**config.mk**
```make
export PLATFORM = sky130hd
export DESIGN_NAME = sal_ref_ctrl
export DESIGN_NICKNAME = d
export VERILOG_FILES = /design/src/rtl/sal_ref_ctrl_pkg.sv /design/src/rtl/sal_refi_timer.sv /design/src/rtl/sal_ref_ctrl.sv
export SDC_FILE = /design/constraint.sdc
export NUM_CORES = 1
export LEC_CHECK = 0
export BUFFER_PORTS_ARGS = -buffer_cell sky130_fd_sc_hd__buf_2
export CAP_MARGIN = 20
export CORE_AREA = 2 2 80 44
export DETAILED_ROUTE_END_ITERATION = 12
export DIE_AREA = 0 0 82 46
export PLACE_DENSITY = 0.67
export REMOVE_ABC_BUFFERS = 1
export SYNTH_ARGS = -nofsm -noshare
export SYNTH_HDL_FRONTEND = slang
export SYNTH_SLANG_ARGS = --single-unit
export TNS_END_PERCENT = 50
```
**constraint.sdc**
```tcl
create_clock -name clk -period 3 [get_ports clk]
set_clock_uncertainty 0.1 [all_clocks]
set_input_delay 0.15 -clock clk [delete_from_list [all_inputs] [get_ports clk]]
set_output_delay 0.15 -clock clk [all_outputs]
set_load 0.005 [all_outputs]
```
**src/rtl/sal_ref_ctrl_pkg.sv**
```systemverilog
// Shared DDR timing parameters for the refresh path, plus the pending-counter
// operation decode used by the refresh request generator.
package sal_ref_ctrl_pkg;

  // Default width of the tREFI interval counter and its reload value.
  localparam int REFI_WIDTH_DEF    = 16;
  // DDR2 allows up to eight refreshes to be postponed.
  localparam int MAX_PEND_DEF      = 8;
  // Owed-refresh count at which the scheduler should stop opening rows.
  localparam int URGENT_THRESH_DEF = 6;

  // What the pending counter does in a given cycle.
  typedef enum logic [1:0] {
    PEND_HOLD,
    PEND_INC,
    PEND_DEC,
    PEND_OVF
  } pend_op_e;

  // A tick and an effective grant in the same cycle cancel out, even at the
  // postpone limit, so overflow only happens on an unmatched tick at MAX_PEND.
  function automatic pend_op_e pendOp(input logic tick, input logic gntEff,
                                      input logic atMax);
    pend_op_e op;
    op = PEND_HOLD;
    if (tick && !gntEff) begin
      op = atMax ? PEND_OVF : PEND_INC;
    end else if (!tick && gntEff) begin
      op = PEND_DEC;
    end
    return op;
  endfunction

endpackage

```
**src/rtl/sal_refi_timer.sv**
```systemverilog
// Reloading down-counter that emits a one-cycle tick every reload_i+1
// enabled cycles. While disabled it keeps reloading, so the first interval
// after enable is always a full one.
module sal_refi_timer
  import sal_ref_ctrl_pkg::*;
#(
  parameter int W = REFI_WIDTH_DEF
) (
  input  logic         clk,
  input  logic         rst,
  input  logic         en_i,
  input  logic [W-1:0] reload_i,
  output logic         tick_o
);

  logic [W-1:0] count_q;
  logic [W-1:0] count_d;

  // Next count and tick; a new reload value is only picked up on a reload.
  always_comb begin
    tick_o  = 1'b0;
    count_d = count_q;
    if (!en_i) begin
      count_d = reload_i;
    end else if (count_q == '0) begin
      tick_o  = 1'b1;
      count_d = reload_i;
    end else begin
      count_d = count_q - W'(1);
    end
  end

  // Interval count register with synchronous reset.
  always_ff @(posedge clk) begin
    if (rst) begin
      count_q <= '0;
    end else begin
      count_q <= count_d;
    end
  end

endmodule

```
**src/rtl/sal_ref_ctrl.sv**
```systemverilog
// Auto-refresh request generator: accumulates owed refreshes from tREFI
// ticks, drains them on bank-controller grants, and flags urgency and
// postpone-limit overflow. All outputs decode registered state only.
module sal_ref_ctrl
  import sal_ref_ctrl_pkg::*;
#(
  parameter int T_REFI_WIDTH  = REFI_WIDTH_DEF,
  parameter int MAX_PEND      = MAX_PEND_DEF,
  parameter int URGENT_THRESH = URGENT_THRESH_DEF,
  localparam int PEND_W       = $clog2(MAX_PEND + 1)
) (
  input  logic                    clk,
  input  logic                    rst,
  input  logic                    en_i,
  input  logic [T_REFI_WIDTH-1:0] t_refi_m1_i,
  input  logic                    ref_gnt_i,
  output logic                    ref_req_o,
  output logic                    ref_urgent_o,
  output logic [PEND_W-1:0]       pend_cnt_o,
  output logic                    ovf_err_o
);

  logic              refiTick;
  logic              gntEff;
  logic              atMax;
  pend_op_e          pendOpSel;
  logic [PEND_W-1:0] pendCnt_q;
  logic [PEND_W-1:0] pendCnt_d;
  logic              ovfErr_q;
  logic              ovfErr_d;

  sal_refi_timer #(
    .W(T_REFI_WIDTH)
  ) u_refi_timer (
    .clk     (clk),
    .rst     (rst),
    .en_i    (en_i),
    .reload_i(t_refi_m1_i),
    .tick_o  (refiTick)
  );

  // Pending-count and sticky-overflow next state; grants with nothing owed are dropped.
  always_comb begin
    gntEff    = ref_gnt_i && (pendCnt_q != '0);
    atMax     = (pendCnt_q == PEND_W'(MAX_PEND));
    pendOpSel = pendOp(refiTick, gntEff, atMax);
    pendCnt_d = pendCnt_q;
    ovfErr_d  = ovfErr_q;
    case (pendOpSel)
      PEND_INC: pendCnt_d = pendCnt_q + PEND_W'(1);
      PEND_DEC: pendCnt_d = pendCnt_q - PEND_W'(1);
      PEND_OVF: ovfErr_d  = 1'b1;
      default:  pendCnt_d = pendCnt_q;
    endcase
  end

  // State registers; reset wins over any grant or tick in the same cycle.
  always_ff @(posedge clk) begin
    if (rst) begin
      pendCnt_q <= '0;
      ovfErr_q  <= 1'b0;
    end else begin
      pendCnt_q <= pendCnt_d;
      ovfErr_q  <= ovfErr_d;
    end
  end

  // Output decode from registered state only.
  always_comb begin
    ref_req_o    = (pendCnt_q != '0);
    ref_urgent_o = (pendCnt_q >= PEND_W'(URGENT_THRESH));
    pend_cnt_o   = pendCnt_q;
    ovf_err_o    = ovfErr_q;
  end

endmodule

```
==> impl_metrics.json <==
{
  "io_pins": 27,
  "startpoint_type": "flip-flop",
  "die_w_um": 82,
  "place_congestion": 0.780,
  "irDropWorstVdd_mv": 0.213,
  "cp.arrival_ns": 2.90,
  "synth_top_family_by_area": "simple AND/OR/NAND/NOR gates",
  "ctsHoldBuffers": 0,
  "final_layout_size_suffix_gt1_frac": 0.345,
  "antenna_found_initial": 0,
  "crit_required_ns": 3.05,
  "synth_warnings": 0,
  "cts_buffers": 3,
  "rsz0062_at_grt": "false",
  "die_height_um": 46,
  "start_util": 0.413,
  "synthTopCellsByCount": "28 x nor2_1, 21 x dfxtp_1, 12 x a211oi_2",
  "ys.flop_type": "dfxtp_1",
  "fp.coreArea_sq_um": 3150,
  "async_flop_share": 0,
  "vias": 1081,
  "dp_hpwl_um": 2120,
  "synth.area.top_cells": "dfxtp_1 32%, a211oi_2 12%, nor2_1 8.1%",
  "nets": 195,
  "min_path_type": "in2reg",
  "critPathLaunch": "pend_cnt_o[0]",
  "post_synth_and_or_nand_nor_area_fraction": 0.267,
  "htreeDepth": 1,
  "path_max_fanout": 6,
  "synthMuxAreaShare": 0.0115,
  "io_buffer_count": 26,
  "finalSetupViolations": 0,
  "syn-cell-area_sq_um": 1300,
  "maxSlewHeadroom": 0.524,
  "yosys.area_share.xor_xnor": 0.0940,
  "criticalPathCategory": "reg2reg",
  "antenna_left": 0,
  "hold_violations": 0,
  "fin_crit_sh": 0.949,
  "worst_slack_ns": 0.152,
  "grt_pass1_vias": 942,
  "status": "finished clean",
  "max_freq_mhz": 351,
  "cp_slowest_cell": "or4_1",
  "drc": 0,
  "leakage_uw": 0.000635,
  "globalRouteTotalUtil": 0.160,
  "total_power_uw": 824,
  "cts_buffer_depth": 2,
  "wl_per_cell_um": 13.1,
  "yosys.area.top_type": "dfxtp_1",
  "dpl_cell_area_sq_um": 1490,
  "cts_tree": "built",
  "grt_max_degree": 23,
  "synth-compound-area-share": 0.199,
  "synth_adder_area_share": 0.0633,
  "r2r_slack_ns": 0.15,
  "root_buffer": "clkbuf_8",
  "cpPeakStageDelay_ns": 0.58,
  "min_from": "t_refi_m1_i[0]",
  "worst_pin_slew_ns": 0.714,
  "dpl_worst_slack_ns": 0.156,
  "clkTransAtPathRegs_ns": 0.07,
  "grt_pass1_wl_um": 4490,
  "drt-pass1-iter-count": 4,
  "ys_seq_area_frac": 0.322,
  "grt_overflow": 0,
  "design_area_sq_um": 1540,
  "synth_enable_flop_cells": 0,
  "path_cells": "or4_1 > and2_1 > nand2_2 > inv_1 > ha_1 > a21o_1 > a21oi_1 > nand4_1 > a21boi_2 > mux2_4",
  "num_antenna_cells": 0,
  "final.setup.tns_ns": 0,
  "syn_inst": 138,
  "first_iter_violations": 29,
  "ys_types": 36,
  "maxSlewViolCount": 0,
  "finalCriticalPeriod_ns": 2.85,
  "synth_top_area_frac": 0.322,
  "dieArea_sq_um": 3770,
  "rows": 15,
  "drt-vias-per-instance": 5.15,
  "maxCapViolations": 0,
  "synth.most_common_cell": "nor2_1",
  "cts_num_sinks": 21,
  "area_growth_syn_to_layout_pct": 18.1,
  "powerDensity_nw_per_um2": 535,
  "totalWireLength_um": 2760,
  "end_kind": "flip-flop",
  "avgSynthCellArea_sq_um": 9.45,
  "yosys_register_bits": 21,
  "clk_latency_ns": 0.26,
  "rr_startpoint": "pend_cnt_o[0]"
}
-- worst paths after layout --
path | end | depth (start not counted)
worst max-delay path | pend_cnt_o[3] | 10
worst min-delay path | u_refi_timer.count_q[0] | 3
worst min register to register | ovf_err_o | 2
worst max register to register | pend_cnt_o[3] | 10
-- logic make-up after synthesis --
family          after synthesis
simple gates                 60
compound gates               25
flops                        21
xor+xnor                     14
buf+inv                      11
fa+ha+maj                     6
mux                           1
-- state kept, by name, summed over array words and instances (netlist names) --
| signal | cells |
|---|---|
| ovf_err_o | 1 |
| pend_cnt_o | 4 |
| u_refi_timer.count_q | 16 |
-- critical path: cells and delay by family, from the launching register on --
family	cells	cell delay (ns)
AND/OR/NAND/NOR	4	1.05
AO/OA/AOI/OAI	3	0.58
flip-flops	1	0.37
multiplexers	1	0.29
adder cells (fa/ha/maj)	1	0.28
buffers and inverters	1	0.08
-- report_power, final --
group | internal, uW | leakage [uW] | total, uW | switching (uW)
registers | 309 | 0.000174 | 349 | 39.9
logic | 133 | 0.000438 | 291 | 158
clock network | 94.6 | 0.0000228 | 183 | 88.7
total | 537 | 0.000635 | 824 | 286
-- stage by stage --
step	std cells	hold WS, ns	util
final	210	0.0340	0.488
after detailed placement	206	0.305	0.471
after global placement	206	0.287	0.471
after global routing	210	0.0336	0.488
after CTS	210	0.0300	0.486
after floorplan	134	0.115	-
-- final cells by class --
cell class / count / area, sq um
fill: 317 / 1610
multi-input combinational: 106 / 836
sequential: 21 / 420
timing repair buffer: 30 / 160
tap: 42 / 52.6
clock buffer: 4 / 45.0
inverter: 7 / 26.3
-- cell usage in the layout, fill, tap and decap left out, types with 2 or more instances in the layout --
master	synthesis	layout
nor3_1	6	6
a21o_1	2	2
nand2_2	2	2
nor4_2	3	3
inv_1	7	7
nand2_1	4	4
nand4_1	5	5
a21oi_1	4	4
ha_1	5	5
a211oi_2	12	12
buf_4	0	4
nand3b_1	2	2
xnor2_1	7	7
clkbuf_8	0	3
buf_2	0	26
xor2_1	7	7
nor2_1	28	28
dfxtp_1	21	21
-- metal layers --
layer / up-vias / share of wire / GRT usage
met2: 24 / 0.42 / 0.228
li1: 550 / - / -
met3: 2 / 0.051 / 0.0417
met5: - / 0 / 0
met1: 505 / 0.52 / 0.236
met4: 0 / 0.0062 / 0.0500
-- repair_timing --
item | 4_1_cts | 5_1_grt
resized for setup | 0 | 1
setup buffers | 0 | 0
setup endpoints to repair | 0 | 1
No activity file was read; power rests on OpenSTA's default activity.
